--- src/rtl/ntt_frame_scheduler.sv ---
// Frame buffer and phase-aligned issue scheduler in front of a fixed-latency NTT pipeline.
// Optional statistics counters are built only when NTT_SCHED_STATS_EN is defined.
module ntt_frame_scheduler #(
    parameter int W            = 32,
    parameter int RADIX        = 16,
    parameter int PIPE_LATENCY = 40
) (
    input  logic         clk,
    input  logic         rst,
    input  logic         in_valid,
    output logic         in_ready,
    input  logic [W-1:0] in_data,
    input  logic         in_last,
    output logic [W-1:0] dp_data,
    input  logic [W-1:0] dp_result,
    output logic         out_valid,
    output logic [W-1:0] out_data,
    output logic         out_last,
    output logic         frame_err,
    output logic [15:0]  frames_in,
    output logic [15:0]  frames_out
);

    localparam int CW = $clog2(RADIX);
    localparam int PW = CW + 1;
    localparam logic [CW-1:0] IDX_LAST   = CW'(RADIX - 1);
    localparam logic [PW-1:0] PHASE_LAST = PW'(2 * RADIX - 1);

    typedef enum logic [1:0] {
        LOAD       = 2'd0,
        WAIT_PHASE = 2'd1,
        ISSUE      = 2'd2
    } state_t;

    state_t           state_r, state_nxt_s;
    logic [CW-1:0]    wr_cnt_r, wr_cnt_nxt_s;
    logic [CW-1:0]    rd_cnt_r, rd_cnt_nxt_s;
    logic [PW-1:0]    phase_r;
    logic [W-1:0]     buf_r [RADIX];
    logic [PIPE_LATENCY-1:0] vld_sr_r;
    logic [PIPE_LATENCY-1:0] last_sr_r;
    logic             accept_s;
    logic             err_set_s;

    assign in_ready  = (state_r == LOAD);
    assign accept_s  = in_valid && in_ready;
    assign out_valid = vld_sr_r[PIPE_LATENCY-1];
    assign out_last  = last_sr_r[PIPE_LATENCY-1];

    // Next-state, buffer index and framing-error decode.
    always_comb begin
        state_nxt_s  = state_r;
        wr_cnt_nxt_s = wr_cnt_r;
        rd_cnt_nxt_s = rd_cnt_r;
        err_set_s    = 1'b0;
        case (state_r)
            LOAD: begin
                if (accept_s) begin
                    if (in_last) begin
                        wr_cnt_nxt_s = '0;
                        if (wr_cnt_r == IDX_LAST) begin
                            state_nxt_s = WAIT_PHASE;
                        end else begin
                            err_set_s = 1'b1;
                        end
                    end else if (wr_cnt_r == IDX_LAST) begin
                        wr_cnt_nxt_s = '0;
                        err_set_s    = 1'b1;
                    end else begin
                        wr_cnt_nxt_s = wr_cnt_r + CW'(1);
                    end
                end else begin
                    wr_cnt_nxt_s = wr_cnt_r;
                end
            end
            WAIT_PHASE: begin
                // Leave on the last phase so the first sample lands on phase 0.
                if (phase_r == PHASE_LAST) begin
                    state_nxt_s  = ISSUE;
                    rd_cnt_nxt_s = '0;
                end else begin
                    state_nxt_s = WAIT_PHASE;
                end
            end
            ISSUE: begin
                if (rd_cnt_r == IDX_LAST) begin
                    state_nxt_s  = LOAD;
                    rd_cnt_nxt_s = '0;
                end else begin
                    rd_cnt_nxt_s = rd_cnt_r + CW'(1);
                end
            end
            default: begin
                state_nxt_s  = LOAD;
                wr_cnt_nxt_s = '0;
                rd_cnt_nxt_s = '0;
            end
        endcase
    end

    // State, indices, phase counter and sticky framing error.
    always_ff @(posedge clk or posedge rst) begin
        if (rst) begin
            state_r   <= LOAD;
            wr_cnt_r  <= '0;
            rd_cnt_r  <= '0;
            phase_r   <= '0;
            frame_err <= 1'b0;
        end else begin
            state_r  <= state_nxt_s;
            wr_cnt_r <= wr_cnt_nxt_s;
            rd_cnt_r <= rd_cnt_nxt_s;
            phase_r  <= phase_r + PW'(1);
            if (err_set_s) begin
                frame_err <= 1'b1;
            end
        end
    end

    // Frame buffer write port; contents are only observed during ISSUE.
    always_ff @(posedge clk) begin
        if (accept_s) begin
            buf_r[wr_cnt_r] <= in_data;
        end
    end

    // Valid/last delay line matching the NTT pipeline latency.
    always_ff @(posedge clk or posedge rst) begin
        if (rst) begin
            vld_sr_r  <= '0;
            last_sr_r <= '0;
        end else begin
            vld_sr_r[0]  <= (state_r == ISSUE);
            last_sr_r[0] <= (state_r == ISSUE) && (rd_cnt_r == IDX_LAST);
            for (int i = 1; i < PIPE_LATENCY; i++) begin
                vld_sr_r[i]  <= vld_sr_r[i-1];
                last_sr_r[i] <= last_sr_r[i-1];
            end
        end
    end

    // Sample mux into the pipeline.
    always_comb begin
        if (state_r == ISSUE) begin
            dp_data = buf_r[rd_cnt_r];
        end else begin
            dp_data = '0;
        end
    end

    // Result pass-through gated by the delayed valid.
    always_comb begin
        if (out_valid) begin
            out_data = dp_result;
        end else begin
            out_data = '0;
        end
    end

`ifdef NTT_SCHED_STATS_EN
    logic [15:0] frames_in_r;
    logic [15:0] frames_out_r;

    // Frame statistics, wrapping modulo 2^16.
    always_ff @(posedge clk or posedge rst) begin
        if (rst) begin
            frames_in_r  <= 16'd0;
            frames_out_r <= 16'd0;
        end else begin
            if ((state_r == WAIT_PHASE) && (phase_r == PHASE_LAST)) begin
                frames_in_r <= frames_in_r + 16'd1;
            end
            if (out_last) begin
                frames_out_r <= frames_out_r + 16'd1;
            end
        end
    end

    assign frames_in  = frames_in_r;
    assign frames_out = frames_out_r;
`else
    assign frames_in  = 16'd0;
    assign frames_out = 16'd0;
`endif

endmodule

--- config.mk ---
export PLATFORM = sky130hd
export DESIGN_NAME = ntt_frame_scheduler
export DESIGN_NICKNAME = d
export VERILOG_FILES = /design/src/rtl/ntt_frame_scheduler.sv
export SDC_FILE = /design/constraint.sdc
export NUM_CORES = 1
export LEC_CHECK = 0
export ABC_AREA = 1
export CAP_MARGIN = 10
export CORE_ASPECT_RATIO = 1.4
export CORE_MARGIN = 4
export CORE_UTILIZATION = 63
export CTS_CLUSTER_DIAMETER = 60
export DETAILED_ROUTE_END_ITERATION = 7
export DONT_BUFFER_PORTS = 1
export HOLD_SLACK_MARGIN = 0.03
export PLACE_DENSITY_LB_ADDON = 0.08
export SLEW_MARGIN = 5
export SYNTH_ARGS = -nofsm -noshare
export SYNTH_HDL_FRONTEND = slang
export SYNTH_SLANG_ARGS = --single-unit
--- constraint.sdc ---
create_clock -name clk -period 3.1 [get_ports clk]
set_input_delay 0.31 -clock clk [delete_from_list [all_inputs] [get_ports clk]]
set_output_delay 0.31 -clock clk [all_outputs]
set_load 0.05 [all_outputs]
; ---- Yosys cells after proc, flatten, opt, wreduce, memory -nomap -nowiden
; Memory sizes are Yosys's and may differ from the RTL's.
; Cells that the tools add are included.
[word_totals]
register_bits = 96
mem_bits_rw = 512
input_bits = 68
output_inout_bits = 100
elab_cells = 52
n_memories = 1
[mem_list]
columns = name, depth, word_bits, read_ports, rd_clocked_by_memory_dff, write_ports, line
row1 = buf_r, 16, 32, 1, 0, 1, 39  ; logic [W-1:0] buf_r [RADIX];
[classes]
add_sub_neg = 3
eq_ne = 10
n_mux = 22
n_bitwise = 2
n_reduce_logical = 7
[op_table]
columns = operator, n
row1 = two-way mux 32 bit, 2
row2 = two-way mux 4 bit, 5
row3 = case mux 4 bit (3 select lines), 1
row4 = two-way mux 2 bit, 5
row5 = "adder 4 x 1 -> 4 bit, second input constant", 2
row6 = "equality test 4 bit, second input constant", 2
row7 = case mux 4 bit (2 select lines), 1
row8 = two-way mux 1 bit, 7
row9 = "inequality test 2 x 1 -> 1 bit, second input constant", 3
row10 = case mux 2 bit (3 select lines), 1
row11 = "adder 5 x 1 -> 5 bit, second input constant", 1
row12 = "equality test 5 bit, second input constant", 1
row13 = "inequality test 2 bit, second input constant", 2
row14 = AND reduction 2 bit, 2
row15 = AND reduction 4 bit, 1
row16 = "equality test 2 x 1 -> 1 bit, second input constant", 1
row17 = "equality test 2 bit, second input constant", 1
row18 = logical AND 1 bit, 2
row19 = logical NOT 2 bit, 1
row20 = NOT 1 bit, 2
row21 = OR reduction 2 bit, 1

; ---- Depth between registers and ports, before layout
; Gate-level depths: netlist of the first run.
[logic_depth]
ltp_word = 5
depth_mapped = 10
ltp_nobuf = 10

; ---- Least setup slack after synthesis of the first run
; OpenSTA, ideal clock, no wires.
[synth_path]
path_type = register to register
from = register state_r[0]
to = memory buf_r[0][0] (enable)
setup_time_ns = 0.421
arrival_time_ns = 2.725
t_required_ns = 2.679
slack_ns = -0.046
path_stages_with_launch = 7
n_path_buf = 0
synth_period_minus_slack_ns = 3.146
cell_sequence = dfrtp_1 inv_1 ha_1 nand2_1 inv_1 nand2_1 nor2_1
[synth_via]
elab_chain_cells = 4
[synth_rtl]
columns = item, line
row1 = from (decl), 35  ; state_t state_r, state_nxt_s;
row2 = from (signal assigned), 110  ; state_r <= state_nxt_s;
row3 = logical NOT 2 bit, 45  ; assign in_ready = (state_r == LOAD);
row4 = net in_ready, 11  ; output logic in_ready,
row5 = logical AND 1 bit, 46  ; assign accept_s = in_valid && in_ready;
row6 = two-way mux 1 bit, 122  ; if (accept_s) begin
row7 = two-way mux 1 bit (implied by the code), 123  ; buf_r[wr_cnt_r] <= in_data;
row8 = to (decl), 39
; The timed path passes the listed nets, and every way through them passes these cells.

; ---- Worst setup path after layout of the first run
[layout_path]
from = register rd_cnt_r[0]
to = output dp_data[1]
[layout_via]
elab_chain_cells = 2
[layout_rtl]
columns = item, line
row1 = from (decl), 37  ; logic [CW-1:0] rd_cnt_r, rd_cnt_nxt_s;
row2 = from (signal assigned), 112  ; rd_cnt_r <= rd_cnt_nxt_s;
row3 = memory read (16 x 32 bit), -
row4 = two-way mux 32 bit, 144  ; if (state_r == ISSUE) begin
row5 = to (decl), 14  ; output logic [W-1:0] dp_data,
; No other way between the ends.

==> results.env, run 1 <==
STATUS='complete, no violations'
FINAL_ANTENNA_NET_COUNT=0
GLOBALROUTETOTALUTIL_PCT=26.2
CLK_TRANSITION_REPORTED_PATHS_NS=0.06
AVGVIACOUNTPERCELL=5.51
YOSYS.CELL_COUNT.TOP_TYPE='nand2_1'
WORSTHOLDSTART='in_last'
SYNTH.YOSYS.SEQ_AREA_SHARE_PCT=71.0
GRT_PASS1_VIAS=15900
POSTSYNTH.ASYNCRESETSHARE_PCT=15.8
MIN_DELAY_PATH_DEPTH=3
HTREEDEPTH=2
TRITONCTS='built'
POST_DP_HPWL_UM=30500
IOS=168
WORST_IR_DROP_VDD_uV=529
DIE_X_UM=176
FINALWIRELENGTH_UM=57000
DRC_ERRORS=0
MIN_PATH_TYPE='in -> reg'
INITIAL_UTILIZATION_PCT=63.8
WORST_EP_ARRIVAL_TIME_NS=2.68
SETUP.WORST_PATH.CLASS='reg -> out'
CAPTURE_INSTANCE_OF_THE_WORST_REGISTER_TO_REGISTER_PATH='buf_r[13][16]$_DFFE_PP_'
TIMING.CRITICAL_PATH.REQUIRED_NS=2.79
POST_SYNTH_INST_COUNT=2295
POST_SYNTH_INSTANCE_AREA_UM2=25000
LAYOUT.CORE_UTILIZATION_PCT=71.3
YOSYS.AREA.TOP_TYPE_SHARE_PCT=61.4
GRT_ANTENNA_BEFORE_REPAIR=1
DRV_CAP=0
MAX_FREQ_GHz=0.334
MIN_PERIOD_OVER_PERIOD_PCT=96.4
TOTAL_NEGATIVE_SETUP_SLACKS_NS=0
GROWTH_OF_DESIGN_AREA_FROM_SYNTHESIS_TO_FINISH_PCT=11.8
DIE_AR_UM2=43000
SYNTH_COMMON_CELLS='nand2_1 (821), edfxtp_1 (512), nand3_1 (328)'
VIAS=16100
SYNTH.LARGEST_AREA_CELL='edfxtp_1'
CTS_HOLD_REPAIR.BUFFERS=34
DRT_FIRST_PASS_ITERS=5
ROWS=86
REG2REG_SETUP_SLACK_NS=0.78
CLOCK_INSERTION_DELAY_WORST_SKEW_NS=0.58
SETUP_VIOL_COUNT_FINAL=0
FIRST_PASS_GRT_WIRE_LENGTH_UM=87000
SYNTH_WARN=0
PERIOD_MINUS_WS_FINAL_NS=2.99
CLOCK-SINKS=608
RSZ0062_AT_GRT='false'
FIN_SKEW_NS=0.0226
POST_CTS.RESIZED_INSTANCES=0
YOSYS-TOP-CELLS-AREA='edfxtp_1 (61%), nand2_1 (12%), dfrtp_1 (9.6%)'
RR_WORST_DEPTH=7
POWER.LEAKAGE_nW=12.0
GLOBALPLACE.CONGESTION=0.836
DRV_SLEW=0
FIRST_ITER_VIOLATIONS=1435
SYNTH_FF_TYPE='edfxtp_1'
WORSTSETUPSTARTPOINTTYPE='flop'
CRITPATHMAXFANOUT=134
GR-TOTAL-OVERFLOW=0
IO_BUFFERS=0
CHIPHEIGHT_UM=244
GRT_MAX_DEGREE=135
NUMBER_OF_ENABLE_TYPE_REGISTER_CELLS_IN_THE_SYNTHESIZED_NETLIST=512
CTS_MAX_PATH_BUFFERS=3
WORST_SETUP_PATH_END_KIND='primary output'
NUMCTSBUFFERS=54
MAXSLEWHEADROOM_PCT=28.3
NETS=2433
POSTCTSSETUPBUFFERS=0
SHARE_OF_FINAL_LAYOUT_STANDARD_CELLS_STRONGER_THAN_DRIVE_STRENGTH_1_PCT=7.31
R2R_START='state_r[0]$_DFFE_PP0P_'
ROUTEDWLPERCELL_UM=19.5
SYNTH.AVG_CELL_AREA_UM2=10.9
HOLD-PATH-ENDPOINT='state_r[1]$_DFFE_PP0P_'
YOSYS.CELL_TYPES.COUNT=23
CORE_UM2=39300
WORSTMARGINPINSLEW_NS=1.07
FINAL_HOLD_VIOL_COUNT=0
POSTSYNTHREGISTERBITS=608
CTS_ROOT_BUFFER='clkbuf_16'
FIN_TOTAL_PWR_mW=15.9
POWERDENSITY_nW_PER_UM2=570
## layout by cell type, fill, tap and decap left out, drive strengths merged, types with 24 or more instances in the layout
cell         synthesis  routed
nor2                24      24
a21oi               35      35
inv                307     307
edfxtp             512     512
clkbuf              25      74
nand2              821     821
dlygate4sd3          0      34
conb                 1      32
buf                119      83
dfrtp               96      96
nand3              328     328
## sequential cells by signal, summed over array words and instances, names as in the netlist
name / count
phase_r: 5
vld_sr_r: 40
wr_cnt_r: 4
rd_cnt_r: 4
frame_err: 1
buf_r: 512
last_sr_r: 40
state_r: 2
## power breakdown
group	internal, mW	switching, mW
logic	0.0837	0.359
clock network	3.72	2.78
registers	8.98	0.0263
## per-layer routing
layer	vias to the layer above	share of wire, %	GRT usage, %	wire length (µm)
met4	0	3.4	9.34	1920
met3	124	7.2	3.43	4080
met1	7778	39	33.8	22000
met2	697	51	45.7	29000
li1	7499	-	-	-
met5	-	0	0	0
## through the flow
step                instances  setup WS (ns)  hold slack [ns]  area, µm²
finish                   2924          0.110            0.109      28000
global route             2924        0.00806            0.102      28000
CTS                      2923          0.111           0.0756      28000
detailed placement       2793          0.744            0.335      25900
global placement         2793          0.759            0.335      25900
floorplan                2326        -0.0458            0.331      25200
## worst max-delay path, cell delays in order, from the launching register on
cell	delay, ns
dfrtp_4	0.47
buf_12	0.40
nand2_1	0.12
nand2_1	0.11
nand2_1	0.05
nand3_1	0.08
nand3_1	0.09
a21oi_1	0.34
buf_4	0.28
## cells by family after synthesis
group	synth area share, %
fa+ha+maj	0.500
flops	71.0
other cells	0.0150
compound gates	0.904
simple gates	19.3
buf+inv	8.13
xor+xnor	0.175
## final cells by class
cell class / count / area (µm²)
sequential: 608 / 17800
fill: 2697 / 11300
multi-input combinational: 1267 / 5460
clock buffer: 74 / 1550
timing repair buffer: 117 / 1200
inverter: 307 / 1160
tap: 528 / 661
clock inverter: 22 / 166
antenna: 1 / 2.50
## how the worst max path moves through the flow
stage	from	endpoint
5_1_grt	rd_cnt_r[0]$_DFFE_PP0P_	dp_data[8]
3_5_place_dp	rd_cnt_r[1]$_DFFE_PP0P_	dp_data[0]
3_3_place_gp	rd_cnt_r[0]$_DFFE_PP0P_	dp_data[12]
4_1_cts	rd_cnt_r[0]$_DFFE_PP0P_	dp_data[12]
6_report	rd_cnt_r[0]$_DFFE_PP0P_	dp_data[1]
2_1_floorplan	state_r[0]$_DFFE_PP0P_	buf_r[0][0]$_DFFE_PP_
Note: power is estimated with default switching activity, not from simulation.
==> run 2: changes to the inputs <==
Settings changed: ABC_AREA 1 to unset.
==> run 2 against run 1 <==
  * Clock-buffer cell count unchanged
  * Sequential power is 0.7% higher
  * Synthesized cell count decreased by 44%
  * Critical path depth fell by 2
  * Wire length decreased by 13%
  * Combinational power rose by 66%
  * Via count is 28% lower
  * Sequential cell count is the same
  * Area after synthesis down 7.0%
  * Die area shrank 6.8%
  * First-iteration DRC count decreased by 25%
  * Global-route usage fell by 1.2 points
  * Critical path type unchanged
  * Critical endpoint is now dp_data[31]
  * Largest cell class unchanged
  * Highest routed layer is now met5
==> results.env, run 2 <==
CORE_UM2=36600
GLOBALROUTETOTALUTIL_PCT=24.9
WORSTMARGINPINSLEW_NS=0.809
IO_BUFFERS=0
ROUTE.TOP_LAYER_USED='met5'
NETS=1484
PLACEMENT.SETUP.WORST_SLACK_NS=0.537
YOSYS-TOP-CELLS-AREA='edfxtp_1 (66%), dfrtp_1 (10%), mux2i_1 (9.7%)'
CLOCK-SINKS=608
INTERNAL_POWER_mW=13.1
MIN_PERIOD_OVER_PERIOD_PCT=95.6
ROWS=83
HTREEDEPTH=2
YOSYS.AREA.TOP_TYPE_SHARE_PCT=66.1
MOSTFREQUENTLAYOUTCELL='edfxtp_1'
P_SEQ_SHARE_PCT=54.7
WORST_SETUP_PATH_END_KIND='primary output'
SYNTH.YOSYS.SEQ_AREA_SHARE_PCT=76.4
GROWTH_OF_DESIGN_AREA_FROM_SYNTHESIS_TO_FINISH_PCT=14.5
STATUS='complete, no violations'
SYNTH.LARGEST_AREA_CELL='edfxtp_1'
GRT_MAX_DEGREE=64
SYNTH.AVG_CELL_AREA_UM2=18.2
GR-TOTAL-OVERFLOW=0
SHARE_OF_FINAL_LAYOUT_STANDARD_CELLS_STRONGER_THAN_DRIVE_STRENGTH_1_PCT=15.8
SWITCHING_PWR_mW=3.44
MOSTFREQUENTLAYOUTCELLS='edfxtp_1 (512), mux2i_1 (226), a22oi_1 (96)'
POWER.LEAKAGE_nW=8.92
MULTIINPUTGATEAREA_UM2=4850
WORST_EP_ARRIVAL_TIME_NS=2.65
CTS_ROOT_BUFFER='clkbuf_16'
SETUP_VIOL_COUNT_FINAL=0
NUMCTSBUFFERS=55
POST_SYNTH_INSTANCE_AREA_UM2=23300
SEQ_AREA_UM2=17800
GRT_PASS1_VIAS=11900
PERIOD_MINUS_WS_FINAL_NS=2.96
IOS=168
POST_DP_HPWL_UM=27400
DIE_X_UM=170
GRT_ANTENNA_BEFORE_REPAIR=1
MIN_PATH_TYPE='in -> reg'
POST_SYNTH_INST_COUNT=1279
VIAS=11600
RSZ0062_AT_GRT='false'
YOSYS.CELL_TYPES.COUNT=41
YOSYS.CELL_COUNT.TOP_TYPE='edfxtp_1'
CP_SLOWEST_STAGE_DELAY_NS=0.41
FINAL_HOLD_VIOL_COUNT=0
CHIPHEIGHT_UM=235
CLK_TRANSITION_REPORTED_PATHS_NS=0.06
FIRST_PASS_GRT_WIRE_LENGTH_UM=74300
FINALWIRELENGTH_UM=49600
DRT_FIRST_PASS_ITERS=5
CELL_MODE_ON_CRITICAL_PATH='buf_4'
FIN_SKEW_NS=0.0105
TIMING.CRITICAL_PATH.REQUIRED_NS=2.79
FINAL_ANTENNA_NET_COUNT=0
FILLERS=2228
MAXSLEWHEADROOM_PCT=46.0
TOP_REGS='buf_r x512, last_sr_r x40, vld_sr_r x40'
R2R_START='state_r[0]$_DFFE_PP0P_'
PLACE_AREA_UM2=24300
SYNTH_COMMON_CELLS='edfxtp_1 (512), mux2i_1 (226), a22oi_1 (96), dfrtp_1 (96), nand2_1 (60)'
DRV_CAP=0
SYNTH_WARN=0
FIRST_ITER_VIOLATIONS=1072
POWERDENSITY_nW_PER_UM2=622
DRC_ERRORS=0
WORSTSETUPSTARTPOINTTYPE='flop'
MET2_LENGTH_UM=27000
WORST_IR_DROP_VDD_uV=828
DIODES=0
CAPTURE_INSTANCE_OF_THE_WORST_REGISTER_TO_REGISTER_PATH='buf_r[5][5]$_DFFE_PP_'
CLOCK_POWER_SHARE_PCT=40.9
POSTSYNTH.ASYNCRESETSHARE_PCT=15.8
FINAL.SETUP.WORST_SLACK_NS=0.138
ROUTEDWLPERCELL_UM=25.8
MET3_WIRELENGTH_UM=2510
TOTAL_NEGATIVE_SETUP_SLACKS_NS=0
DIE_AR_UM2=40100
SETUP.WORST_PATH.CLASS='reg -> out'
RR_WORST_DEPTH=6
TRITONCTS='built'
CLOCK_INSERTION_DELAY_WORST_SKEW_NS=0.58
DRV_SLEW=0
CRITICAL_PATH_SOURCE='state_r[0]$_DFFE_PP0P_'
CRITPATHMAXFANOUT=17
SYNTH_FF_TYPE='edfxtp_1'
GLOBALPLACE.CONGESTION=0.741
POWER_SWITCHING_SHARE_PCT=20.8
INITIAL_UTILIZATION_PCT=63.7
POSTSYNTHREGISTERBITS=608
FINAL_DESIGN_AREA_NO_FILL_UM2=26700
NUMBER_OF_ENABLE_TYPE_REGISTER_CELLS_IN_THE_SYNTHESIZED_NETLIST=512
MAX_FLOP_REGISTER='buf_r'
AVGVIACOUNTPERCELL=6.06
CRITICAL_PATH.CELL_CHAIN='inv_1 -> ha_1 -> nand2b_4 -> buf_4 -> o22ai_1 -> buf_4'
NUMBER_OF_FLIP_FLOPS_IN_THE_LARGEST_REGISTER=512
CTS_MAX_PATH_BUFFERS=3
PWR-SHARE-COMB_PCT=4.4
MAX_FREQ_GHz=0.338
LAYOUT.CORE_UTILIZATION_PCT=72.9
TIMING.CRITICAL_PATH.TO='dp_data[31]'
MET1WIRELENGTH_UM=18900
TIMING.CRITICAL_PATH.SLOWEST_STAGE_CELL='dfrtp_1'
REG2REG_SETUP_SLACK_NS=0.73
run 2: cell types whose count changed after synthesis, sizes merged, moves of 16 or more:
cell    change
a21oi      -34
a221oi     +16
a22oi      +96
and2       +49
buf        -39
inv       -296
mux2i     +226
mux4       +16
nand2     -761
nand3     -324
nor2       -20
o21ai      +31
run 2: power groups by stage:
stage                     combinational, mW  sequential (mW)  clock, mW
after global routing                  0.797             9.07       7.26
final                                 0.736             9.06       6.78
after CTS                             0.744             9.06       6.90
after detailed placement              0.624             9.23          0
after floorplan                       0.500             9.22          0
after global placement                0.615             9.22          0
run 2: worst max-delay path, delay by kind of cell (launching register included):
| kind | cells | cell delay [ns] |
|---|---|---|
| AOI/OAI and AO/OA | 1 | 0.35 |
| buffers and inverters | 3 | 0.67 |
| DFF | 1 | 0.41 |
| adders and majority gates | 1 | 0.36 |
| and+or+nand+nor | 1 | 0.27 |
run 2: kinds of logic (layout without fill, tap and decap cells):
family,count (synthesis),count (layout),synth area share (%)
multiplexers,243,243,11.3
buffers and inverters,108,249,3.55
XOR/XNOR,3,3,0.113
AND/OR/NAND/NOR,129,129,2.76
AO/OA/AOI/OAI,177,177,5.34
adder cells (fa/ha/maj),10,10,0.538
flip-flops,608,608,76.4
other,1,32,0.0161
run 2: area by class of cell:
| class | instances | share of cell area (%) |
|---|---|---|
| Inverter | 11 | 0.164 |
| Multi-Input combinational cell | 594 | 18.2 |
| Clock inverter | 28 | 1.01 |
| Timing Repair Buffer | 136 | 5.89 |
| Sequential cell | 608 | 66.7 |
| Clock buffer | 74 | 5.85 |
| Tap cell | 467 | 2.19 |
run 2: how the worst min path moves through the flow:
| stage | start | end | slack, ns | cells after the start |
|---|---|---|---|---|
| 2_1_floorplan | last_sr_r[9]$_DFF_PP0_ | last_sr_r[10]$_DFF_PP0_ | 0.33 | 0 |
| 3_3_place_gp | vld_sr_r[1]$_DFF_PP0_ | vld_sr_r[2]$_DFF_PP0_ | 0.33 | 0 |
| 3_5_place_dp | last_sr_r[1]$_DFF_PP0_ | last_sr_r[2]$_DFF_PP0_ | 0.33 | 0 |
| 4_1_cts | in_valid | wr_cnt_r[2]$_DFFE_PP0P_ | 0.04 | 3 |
| 5_1_grt | in_valid | wr_cnt_r[1]$_DFFE_PP0P_ | 0.10 | 3 |
| 6_report | in_valid | wr_cnt_r[2]$_DFFE_PP0P_ | 0.06 | 3 |
run 2: stage by stage:
step,power (mW),std cells,hold WS [ns]
global route,17.1,1918,0.101
floorplan,9.71,1310,0.331
detailed placement,9.86,1766,0.335
finish,16.6,1918,0.0633
CTS,16.7,1905,0.0398
global placement,9.84,1766,0.332
run 2: routing by layer:
metal  global-route usage [%]  vias to the layer above
met4                     6.78                        2
met5                        0                        -
li1                         -                     5175
met1                     31.6                     5991
met2                     45.2                      382
met3                     3.33                       68
run 2: what timing repair did:
item                                    in CTS  in global routing
resized for setup                            2                  0
pin swaps                                    0                  0
gates cloned                                 0                  0
endpoints found under the hold margin      578                  0
hold buffers                                36                  0
endpoints found under the setup margin       4                  5
buffers inserted                             1                 13
